`src/rtl/nano_mem_pkg.sv`:
```
// ============================================================================
// nano_mem_pkg : shared types and constants for the memory-port arbiter
// Revision     : 1.0
// ============================================================================
`default_nettype none

package nano_mem_pkg;

  typedef enum logic [1:0] {
    IDLE  = 2'd0,
    ISSUE = 2'd1,
    WAIT  = 2'd2
  } state_t;

  typedef enum logic [1:0] {
    OWN_NONE = 2'd0,
    OWN_IF   = 2'd1,
    OWN_LSU  = 2'd2
  } owner_t;

  // Wide enough for any realistic byte-enable width; users slice the low bits.
  localparam logic [63:0] BE_FULL = '1;

endpackage

`default_nettype wire

```
`src/rtl/arb_pick.sv`:
```
// ============================================================================
// arb_pick : combinational one-hot winner select between IF and LSU
//            (MEM_ARB_ROUND_ROBIN_EN enables alternating priority)
// Revision : 1.0
// ============================================================================
`default_nettype none

module arb_pick (
  input  logic       if_req,
  input  logic       lsu_req,
`ifdef MEM_ARB_ROUND_ROBIN_EN
  input  logic [1:0] last_owner,
`endif
  output logic [1:0] win          // bit 0 = IF, bit 1 = LSU
);
  import nano_mem_pkg::*;

  always_comb begin
    win = 2'b00;
    if (if_req && lsu_req) begin
`ifdef MEM_ARB_ROUND_ROBIN_EN
      // the requester that was not served last goes first
      win = (last_owner == OWN_LSU) ? 2'b01 : 2'b10;
`else
      win = 2'b10;
`endif
    end else if (lsu_req) begin
      win = 2'b10;
    end else if (if_req) begin
      win = 2'b01;
    end
  end

endmodule

`default_nettype wire

```
`src/rtl/mem_arbiter.sv`:
```
// ============================================================================
// mem_arbiter : shares one memory port between instruction fetch and the LSU,
//               one outstanding transaction (MEM_ARB_ROUND_ROBIN_EN optional)
// Revision    : 1.0
// ============================================================================
`default_nettype none

module mem_arbiter #(
  parameter int ADDR_W = 32,
  parameter int DATA_W = 32,
  parameter int BE_W   = DATA_W / 8
) (
  input  logic              clk_i,
  input  logic              rst_i,
  input  logic              if_req_i,
  input  logic [ADDR_W-1:0] if_addr_i,
  output logic              if_gnt_o,
  output logic              if_rvalid_o,
  output logic [DATA_W-1:0] if_rdata_o,
  input  logic              lsu_req_i,
  input  logic              lsu_we_i,
  input  logic [BE_W-1:0]   lsu_be_i,
  input  logic [ADDR_W-1:0] lsu_addr_i,
  input  logic [DATA_W-1:0] lsu_wdata_i,
  output logic              lsu_gnt_o,
  output logic              lsu_rvalid_o,
  output logic [DATA_W-1:0] lsu_rdata_o,
  output logic              mem_req_o,
  output logic              mem_we_o,
  output logic [BE_W-1:0]   mem_be_o,
  output logic [ADDR_W-1:0] mem_addr_o,
  output logic [DATA_W-1:0] mem_wdata_o,
  input  logic              mem_gnt_i,
  input  logic              mem_rvalid_i,
  input  logic [DATA_W-1:0] mem_rdata_i,
  output logic              busy_o
);
  import nano_mem_pkg::*;

  state_t            state_q, state_d;
  owner_t            owner_q;
  logic [ADDR_W-1:0] addr_q;
  logic              we_q;
  logic [BE_W-1:0]   be_q;
  logic [DATA_W-1:0] wdata_q;
  logic [1:0]        win;
  logic              accept;
  logic              resp;
  logic              live;
  logic              issuing;

`ifdef MEM_ARB_ROUND_ROBIN_EN
  owner_t            last_owner_q;
`endif

  arb_pick u_pick (
    .if_req     (if_req_i),
    .lsu_req    (lsu_req_i),
`ifdef MEM_ARB_ROUND_ROBIN_EN
    .last_owner (last_owner_q),
`endif
    .win        (win)
  );

  always_comb begin
    state_d = state_q;
    accept  = 1'b0;
    resp    = 1'b0;
    case (state_q)
      IDLE: begin
        if (win != 2'b00) begin
          accept  = 1'b1;
          state_d = ISSUE;
        end
      end
      ISSUE: begin
        if (mem_gnt_i) begin
          if (mem_rvalid_i) begin
            resp    = 1'b1;
            state_d = IDLE;
          end else begin
            state_d = WAIT;
          end
        end
      end
      WAIT: begin
        if (mem_rvalid_i) begin
          resp    = 1'b1;
          state_d = IDLE;
        end
      end
      default: state_d = IDLE;
    endcase
  end

  always_ff @(posedge clk_i) begin
    if (rst_i) begin
      state_q      <= IDLE;
      owner_q      <= OWN_NONE;
      addr_q       <= '0;
      we_q         <= 1'b0;
      be_q         <= '0;
      wdata_q      <= '0;
`ifdef MEM_ARB_ROUND_ROBIN_EN
      last_owner_q <= OWN_IF;
`endif
    end else begin
      state_q <= state_d;
      if (accept) begin
        if (win[1]) begin
          owner_q <= OWN_LSU;
          addr_q  <= lsu_addr_i;
          we_q    <= lsu_we_i;
          be_q    <= lsu_be_i;
          wdata_q <= lsu_wdata_i;
        end else begin
          owner_q <= OWN_IF;
          addr_q  <= if_addr_i;
          we_q    <= 1'b0;
          be_q    <= BE_FULL[BE_W-1:0];
          wdata_q <= '0;
        end
`ifdef MEM_ARB_ROUND_ROBIN_EN
        last_owner_q <= win[1] ? OWN_LSU : OWN_IF;
`endif
      end else if (resp) begin
        owner_q <= OWN_NONE;
      end
    end
  end

  // Outputs are forced low while reset is held so nothing leaks mid-reset.
  assign live    = ~rst_i;
  assign issuing = live & (state_q == ISSUE);

  assign if_gnt_o     = live & accept & win[0];
  assign lsu_gnt_o    = live & accept & win[1];
  assign busy_o       = live & (state_q != IDLE);

  assign mem_req_o    = issuing;
  assign mem_we_o     = issuing & we_q;
  assign mem_be_o     = issuing ? be_q    : '0;
  assign mem_addr_o   = issuing ? addr_q  : '0;
  assign mem_wdata_o  = issuing ? wdata_q : '0;

  assign if_rvalid_o  = live & resp & (owner_q == OWN_IF);
  assign lsu_rvalid_o = live & resp & (owner_q == OWN_LSU);
  assign if_rdata_o   = if_rvalid_o  ? mem_rdata_i : '0;
  assign lsu_rdata_o  = lsu_rvalid_o ? mem_rdata_i : '0;

endmodule

`default_nettype wire

```
`config.mk`:
```
export PLATFORM = sky130hd
export DESIGN_NAME = mem_arbiter
export DESIGN_NICKNAME = d
export VERILOG_FILES = /design/src/rtl/nano_mem_pkg.sv /design/src/rtl/arb_pick.sv /design/src/rtl/mem_arbiter.sv
export SDC_FILE = /design/constraint.sdc
export NUM_CORES = 1
export LEC_CHECK = 0
export CAP_MARGIN = 0
export CORE_UTILIZATION = 36
export DETAILED_ROUTE_END_ITERATION = 12
export GPL_TIMING_DRIVEN = 0
export PLACE_DENSITY = 0.79
export RECOVER_POWER = 100
export SYNTH_ARGS = -nofsm -noshare
export SYNTH_HDL_FRONTEND = slang
export SYNTH_SLANG_ARGS = --single-unit
```
`constraint.sdc`:
```
create_clock -name clk_i -period 2 [get_ports clk_i]
set_input_delay 0.3 -clock clk_i [delete_from_list [all_inputs] [get_ports clk_i]]
set_output_delay 0.3 -clock clk_i [all_outputs]
set_load 0.01 [all_outputs]
```
==> Yosys cells after proc, flatten, opt, wreduce, memory -nomap -nowiden <==
Index checks and enable logic that the tools add are counted.
{ "totals": {"ff_bits": 73, "in_bits": 139, "out_inout_bits": 139} }
{ "classes": {"n_eq_ne": 7, "muxes": 25, "n_bitwise": 10, "reduce_logical": 6} }
{ "ops": {"columns": ["op", "count"], "rows": [
  ["two-way mux 32 bit", 6],
  ["two-way mux 2 bit", 9],
  ["AND 1 bit", 9],
  ["two-way mux 4 bit", 2],
  ["two-way mux 1 bit", 6],
  ["inequality test 2 bit, second input constant", 3],
  ["one-hot mux 2 bit (3 select lines)", 1],
  ["nonzero test 2 bit", 3],
  ["equality test 2 x 1 -> 1 bit, second input constant", 2],
  ["equality test 2 bit, second input constant", 2],
  ["AND reduction 3 bit", 1],
  ["logical NOT 2 bit", 1],
  ["one-hot mux 1 bit (2 select lines)", 1],
  ["logical AND 1 bit", 1],
  ["inverter 1 bit", 1]
]} }

==> Longest topological paths before layout <==
Gate-level depths: netlist (run 1).
{ "logic_depth": {"word_depth": 8, "depth_mapped": 7, "depth_no_buf": 5} }

==> Hierarchy <==
Synthesis (run 1) repeated with hierarchy kept, for this count alone.
{ "unflattened": {"hier_cells": 429, "area_unflattened_um2": 4020.1} }
{ "by_module_without_submodules": {"columns": ["module", "instances", "cells_each", "area_per_inst_um2", "seq_area_each_um2"], "rows": [
  ["mem_arbiter", 1, 427, 4010.1, 1461.4],
  ["arb_pick", 1, 2, 10.0, 0.0]
]} }

==> Least setup slack after synthesis (run 1) <==
No wires, ideal clock.
{ "synth_timing": {"path_type": "reg2out", "startpoint": "reg state_q[0]", "endpoint": "out if_rdata_o[10]", "arrival_ns": 1.537, "required_ns": 1.700, "setup_slack_ns": 0.163, "path_stages_with_launch": 7, "cell_sequence": "dfxtp_1 inv_1 ha_1 nand2_1 nor4_4 clkbuf_2 and2_1"} }
{ "synth_between": {"elab_chain_cells": 5, "word_cells_on_any_way": 6} }
{ "synth_rtl": {"columns": ["element", "line", "source"], "rows": [
  ["from (decl)", "mem_arbiter.sv:40", "state_t state_q, state_d;"],
  ["from (signal assigned)", "mem_arbiter.sv:108", "state_q <= state_d;"],
  ["equality test 2 bit or equality test 2 x 1 -> 1 bit (tied branches)", "mem_arbiter.sv:69", "case (state_q)"],
  ["one-hot mux 1 bit (2 select lines) (*)", "mem_arbiter.sv:69", null],
  ["AND 1 bit (*) (2 in series)", "mem_arbiter.sv:146", "assign if_rvalid_o = live & resp & (owner_q == OWN_IF);"],
  ["two-way mux 32 bit (*)", "mem_arbiter.sv:148", "assign if_rdata_o = if_rvalid_o ? mem_rdata_i : '0;"],
  ["to (decl)", "mem_arbiter.sv:19", "output logic [DATA_W-1:0] if_rdata_o,"]
]} }
Every way passes the cells marked *; elsewhere a longest branch is shown, timed or not.

==> Worst setup path in the final report (run 1) <==
{ "layout_timing": {"startpoint": "in rst_i", "endpoint": "out lsu_rdata_o[25]"} }
{ "layout_between": {"elab_chain_cells": 4} }
{ "layout_rtl": {"columns": ["element", "line", "source"], "rows": [
  ["from (decl)", "mem_arbiter.sv:14", "input logic rst_i,"],
  ["inverter 1 bit", "mem_arbiter.sv:133", "assign live = ~rst_i;"],
  ["AND 1 bit (2 in series)", "mem_arbiter.sv:147", "assign lsu_rvalid_o = live & resp & (owner_q == OWN_LSU);"],
  ["two-way mux 32 bit", "mem_arbiter.sv:149", "assign lsu_rdata_o = lsu_rvalid_o ? mem_rdata_i : '0;"],
  ["to (decl)", "mem_arbiter.sv:27", "output logic [DATA_W-1:0] lsu_rdata_o,"]
]} }
No other way between the ends.

==> results.toml, run 1 <==
[timing]
period_minus_slack_ns = 2.24
max_freq_mhz = 445
timing.final.ws_setup_ns = -0.245
worst_pin_slew_ns = 0.607
finalHoldViolCount = 0
finalCritPeriodShare_pct = 112
fin_skew_ns = 0.0108
setup_viol = 135
slew_headroom_pct = 59.6
rsz0062_at_grt = "true"
setup_tns_ns = -17.65
slew_viol_final = 0

[pwr]
p_leak_nw = 3.39
vdd_drop_max_mv = 0.391
powerDensity_nw_per_um2 = 659
p_total_mw = 4.95

[setup_path]
cp-start-kind = "input pin"
reg2reg_from = "state_q[0]$_SDFFE_PP0P_"
crit_arrival_ns = 1.94
r2r_slack_ns = 0.08
path_class = "input pin to output pin"
worst_setup_path_end_kind = "output pin"
crit_path_start = "rst_i"
reg2reg_to = "wdata_q[7]$_SDFFE_PP0N_"
reg2reg_depth = 7
critPathRequiredTime_ns = 1.70
path_max_fanout = 5

[routing]
initialDrtViolationCount = 179
drtPass1Iterations = 4
wirelength_um = 16000
drt.antenna.violating_nets = 0
post-route-drc-count = 0
num_vias = 4704
via_per_inst = 4.97
post_drt_wl_per_cell_um = 16.9

[final_layout]
multi_input_area_um2 = 2510
drive_above_1_share_pct = 35.3
ff_latch_area_um2 = 1470
area_growth_pct = 89.0
n_fill_cell = 853
nets = 944
stdcell_area_um2 = 7520

[clocking]
cts_tree = "yes"
insertion_delay_ns = 0.35
htree_levels = 3
hold_buffers = 0
cts_made_buffers = 9
cts-root-buf = "clkbuf_8"
cts_sinks = 73
clock_path_buffers = 2
clk_pin_slew_ns = 0.08

[synthesis]
syn_nets = 635
syn_area_um2 = 3980
synth_area_leader_cell = "dfxtp_1"
syn-instance-count = 491
synth_cell_types = 27
synth_seq_cells = 73
synth-seq-area-share_pct = 36.8
syn_avg_cell_area_um2 = 8.10
synth_top_area_share_pct = 36.8
yosys-top-cells-area = "dfxtp_1, and2_1, mux2i_1"
yosysWarnings = 0

[global_routing]
grt_max_degree = 20
grt_pass1_wl_um = 23800
overflow = 0
antenna_found_initial = 2
grt_pass1_vias = 4726
grt_usage_pct = 27.3

[floorplanning]
dieArea_um2 = 11500
coreArea_um2 = 10800
rows = 38
die_height_um = 107
io_pins = 278
die_w_um = 107
initial_core_util_pct = 36.8

[outcome]
outcome = "finished, violations left"
violations = "setup timing"

[placement]
io_buffers = 277
gp_congestion = 0.806
placed_cell_area_um2 = 6920
hpwlAfterDp_um = 11800

[hold_path]
hp-class = "flop to flop"
min_to = "wdata_q[29]$_SDFFE_PP0N_"
hp-start = "wdata_q[29]$_SDFFE_PP0N_"
hold_depth = 2

[job]
max-cap-violations = 0
## cell usage in the layout (no fill, tap or decap), types with 3 or more instances in the layout
cell type and count:
clkdlybuf4s50_1 138, buf_6 80, dfxtp_1 71, and2_1 68, and2_4 66, buf_2 60, nor2_1 38, mux2i_1 34
nand2_1 33, nand3_1 33, a21oi_1 33, a211oi_1 32, clkbuf_8 17, clkbuf_1 15, buf_4 12, clkbuf_2 10
buf_8 9, clkdlybuf4s15_2 9, o21ai_0 5, nand2b_1 4, clkbuf_4 4, nand3b_1 4, ha_4 3
## layer usage
| metal | share of wire [%] | global-route usage (%) | vias to the layer above | wire length (µm) |
|---|---|---|---|---|
| met5 | 0 | 0 | - | 0 |
| met4 | 4.0 | 13.5 | 0 | 641 |
| met3 | 7.6 | 6.57 | 45 | 1220 |
| met2 | 53 | 53.0 | 230 | 8500 |
| met1 | 35 | 26.6 | 2172 | 5640 |
| li1 | - | - | 2257 | - |
## final cells by class
type / instances / share of cell area (%)
timing repair buffer: 300 / 37.4
buffer: 43 / 4.33
clock buffer: 12 / 1.93
multi-input combinational: 369 / 33.4
clock inverter: 4 / 0.699
inverter: 4 / 0.266
sequential: 73 / 19.5
antenna: 2 / 0.0666
tap: 140 / 2.33
## worst max path at each step
| stage | depth (start not counted) | to | slack [ns] |
|---|---|---|---|
| after global routing | 9 | if_rdata_o[17] | -0.35 |
| after floorplan | 6 | if_rdata_o[10] | 0.16 |
| after CTS | 9 | lsu_rdata_o[5] | -0.22 |
| after global placement | 6 | mem_wdata_o[22] | -0.80 |
| final | 8 | lsu_rdata_o[25] | -0.24 |
| after detailed placement | 6 | mem_we_o | -0.83 |
## per-stage QoR
stage	setup slack [ns]	instances	util, %	hold WS, ns
floorplan	0.163	491	-	0.427
global placement	-0.800	908	64.2	0.433
detailed placement	-0.825	908	64.2	0.441
CTS	-0.222	944	69.0	0.453
global route	-0.347	947	69.6	0.474
finish	-0.245	947	69.6	0.455
## state kept, by name (all words and copies together), names as in the netlist
signal and flops:
wdata_q 32, addr_q 32, state_q 2, owner_q 2, be_q 4, we_q 1
## synth_stat cells (all sizes together)
cell / number
a211oi: 32
a21oi: 34
a222oi: 1
and2: 134
and3b: 1
buf: 17
clkbuf: 28
dfxtp: 73
ha: 5
inv: 4
mux2i: 34
nand2: 34
nand2b: 5
nand3: 33
nand3b: 4
nor2: 38
nor2b: 2
nor4: 2
o211ai: 1
o21a: 1
o21ai: 6
o21bai: 2
## kinds of logic after synthesis
group,after synthesis,synth area share (%)
buf+inv,49,5.76
fa+ha+maj,5,1.57
simple gates,253,35.2
mux,34,8.56
compound gates,77,12.2
flops,73,36.8
## worst max-delay path: stages
cell	delay [ns]
clkdlybuf4s50_1	0.50
nand2b_1	0.24
nor4_4	0.28
buf_4	0.17
buf_6	0.11
buf_6	0.11
and2_4	0.13
buf_6	0.09
## timing repair
action / CTS / global route
pin swaps: 49 / 5
gates resized for setup: 677 / 92
setup endpoints to repair: 139 / 139
setup buffers: 14 / 3
endpoints found under the hold margin: 0 / 0
cloned: 8 / 0
## power by group
group	switching (mW)	internal [mW]	total, mW	leakage, nW
logic	0.984	0.936	1.92	2.69
registers	0.141	1.72	1.86	0.604
clock network	0.556	0.614	1.17	0.101
total	1.68	3.27	4.95	3.39
Power figures use the tool's default switching activity.
==> inputs of run 2 (changes only) <==
--- a/config.mk
+++ b/config.mk
@@ -14,3 +14,4 @@
 export SYNTH_ARGS = -nofsm -noshare
 export SYNTH_HDL_FRONTEND = slang
 export SYNTH_SLANG_ARGS = --single-unit
+export TNS_END_PERCENT = 5
==> run 2 against run 1 <==
  * The run still ends with setup timing left
  * Total power fell by 0.24%
  * Routed wire length fell by 2.4%
  * First-iteration DRC count rose by 1.1%
  * Register-to-register slack improved by 0.06 ns
  * Utilization fell by 1.7 points
  * Sequential share of layout area rose by 0.49 points
  * Largest power group unchanged
==> results.toml, run 2 (synthesis gave the netlist of run 1 again) <==
[floorplanning]
dieArea_um2 = 11500
io_pins = 278
coreArea_um2 = 10800
die_height_um = 107
die_w_um = 107
initial_core_util_pct = 36.8
rows = 38

[global_routing]
antenna_found_initial = 3
grt_pass1_vias = 4668
grt_pass1_wl_um = 23400
grt_max_degree = 20
overflow = 0
grt_usage_pct = 26.8

[setup_path]
cp-start-kind = "flop"
reg2reg_depth = 7
path_max_fanout = 5
critPathRequiredTime_ns = 1.70
critical-path-max-stage-delay_ns = 0.34
cp_cell_sequence = "buf_6 -> ha_4 -> a21oi_4 -> nor4_4 -> buf_4 -> buf_4 -> buf_8 -> and2_1 -> buf_2"
path_class = "flop to output pin"
endpoint = "lsu_rdata_o[3]"
reg2reg_from = "state_q[0]$_SDFFE_PP0P_"
crit_arrival_ns = 1.94
r2r_slack_ns = 0.14
worst_setup_path_end_kind = "output pin"
crit_path_start = "state_q[1]$_SDFFE_PP0P_"
slowest_stage = "dfxtp_2"
cp_common_cell = "buf_4"
reg2reg_to = "wdata_q[7]$_SDFFE_PP0N_"

[timing]
slew_headroom_pct = 58.2
setup_tns_ns = -16.56
rsz0062_at_grt = "true"
fin_skew_ns = 0.00997
setup_viol = 131
finalCritPeriodShare_pct = 112
period_minus_slack_ns = 2.24
max_freq_mhz = 446
worst_pin_slew_ns = 0.627
timing.final.ws_setup_ns = -0.243
slew_viol_final = 0
finalHoldViolCount = 0

[clocking]
clock_path_buffers = 2
cts_sinks = 73
clk_pin_slew_ns = 0.08
htree_levels = 3
cts-root-buf = "clkbuf_8"
cts_made_buffers = 9
insertion_delay_ns = 0.36
cts_tree = "yes"

[pwr]
powerDensity_nw_per_um2 = 674
p_seq_share_pct = 37.7
vdd_drop_max_mv = 0.388
p_total_mw = 4.94
p_leak_nw = 3.26
combPwrFrac_pct = 38.4
switching_share_pct = 33.9
switching_power_mw = 1.67
clkPwrFrac_pct = 23.9
p_int_mw = 3.27

[placement]
gp_congestion = 0.806
placed_cells = 908
io_buffers = 277
hpwlAfterDp_um = 11800
post-place-ws_ns = -0.825

[routing]
via_per_inst = 4.90
drtPass1Iterations = 7
wirelength_um = 15600
num_vias = 4637
post_drt_wl_per_cell_um = 16.5
drt.antenna.violating_nets = 0
post-route-drc-count = 0
initialDrtViolationCount = 181

[final_layout]
area_growth_pct = 84.4
final_cells = 946
reg_top3 = "addr_q (32), wdata_q (32), be_q (4)"
n_fill_cell = 865
nets = 942
layout_common_cells = "clkdlybuf4s50_1, and2_1, buf_2"
final_common_cell = "clkdlybuf4s50_1"
multi_input_area_um2 = 2420
drive_above_1_share_pct = 30.0
ff_latch_area_um2 = 1470

[outcome]
violations = "setup timing"
outcome = "finished, violations left"

[job]
max-cap-violations = 0

[hold_path]
hp-class = "flop to flop"
==> run 2: cell count changes in the layout (fill, tap and decap cells not counted), moves of 6 or more <==
cell | before | now
and2_1 | 68 | 110
and2_4 | 66 | 24
buf_6 | 80 | 41
clkdlybuf4s15_2 | 9 | 34
buf_2 | 60 | 77
clkbuf_2 | 10 | 4
==> run 2: critical path, delay by kind of cell (launching register included) <==
family          cells  cell delay (ns)
simple gates        2             0.21
buf+inv             5             0.67
flops               1             0.34
fa+ha+maj           1             0.16
compound gates      1             0.20
==> run 2: power groups by stage <==
stage / Sequential (mW) / Combinational, mW / Clock [mW]
finish: 1.86 / 1.90 / 1.18
global route: 1.89 / 2.08 / 1.26
CTS: 1.85 / 1.86 / 1.20
detailed placement: 1.87 / 1.69 / 0
global placement: 1.85 / 1.64 / 0
floorplan: 1.83 / 0.945 / 0
==> run 2: how the worst min path moves through the flow <==
stage	cells past startpoint	from	slack (ns)	end
final	2	wdata_q[26]$_SDFFE_PP0N_	0.45	wdata_q[26]$_SDFFE_PP0N_
after global routing	2	wdata_q[16]$_SDFFE_PP0N_	0.47	wdata_q[16]$_SDFFE_PP0N_
after CTS	2	wdata_q[26]$_SDFFE_PP0N_	0.45	wdata_q[26]$_SDFFE_PP0N_
after detailed placement	2	wdata_q[26]$_SDFFE_PP0N_	0.44	wdata_q[26]$_SDFFE_PP0N_
after global placement	2	we_q$_SDFFE_PP0N_	0.43	we_q$_SDFFE_PP0N_
after floorplan	2	wdata_q[26]$_SDFFE_PP0N_	0.43	wdata_q[26]$_SDFFE_PP0N_
==> run 2: final cells by class <==
| cell class | instances | area share, % |
|---|---|---|
| Antenna cell | 3 | 0.102 |
| Inverter | 4 | 0.307 |
| Clock buffer | 12 | 1.98 |
| Tap cell | 140 | 2.39 |
| Sequential cell | 73 | 20.0 |
| Clock inverter | 4 | 0.717 |
| Multi-Input combinational cell | 369 | 32.9 |
| Buffer | 44 | 4.71 |
| Timing Repair Buffer | 297 | 36.9 |
==> run 2: metrics by stage <==
stage	area (µm²)	util [%]	hold WS, ns
after floorplan	3980	-	0.427
after global placement	6920	64.2	0.433
after detailed placement	6920	64.2	0.441
after CTS	7220	66.9	0.453
after global routing	7330	67.9	0.474
final	7330	67.9	0.453
==> run 2: what timing repair did <==
action | CTS | global route
pin swaps | 29 | 1
setup endpoints to repair | 139 | 139
buffers inserted | 13 | 1
hold endpoints to repair | 0 | 0
gates resized for setup | 624 | 33
cloned | 6 | 0
hold buffers | 0 | 0
==> run 2: layer usage <==
metal	part of all wire, %	vias to the layer above	global-route usage (%)
met1	35	2140	26.3
li1	-	2252	-
met5	0	-	0
met2	54	212	51.8
met3	8.1	33	6.75
met4	3.0	0	13.3
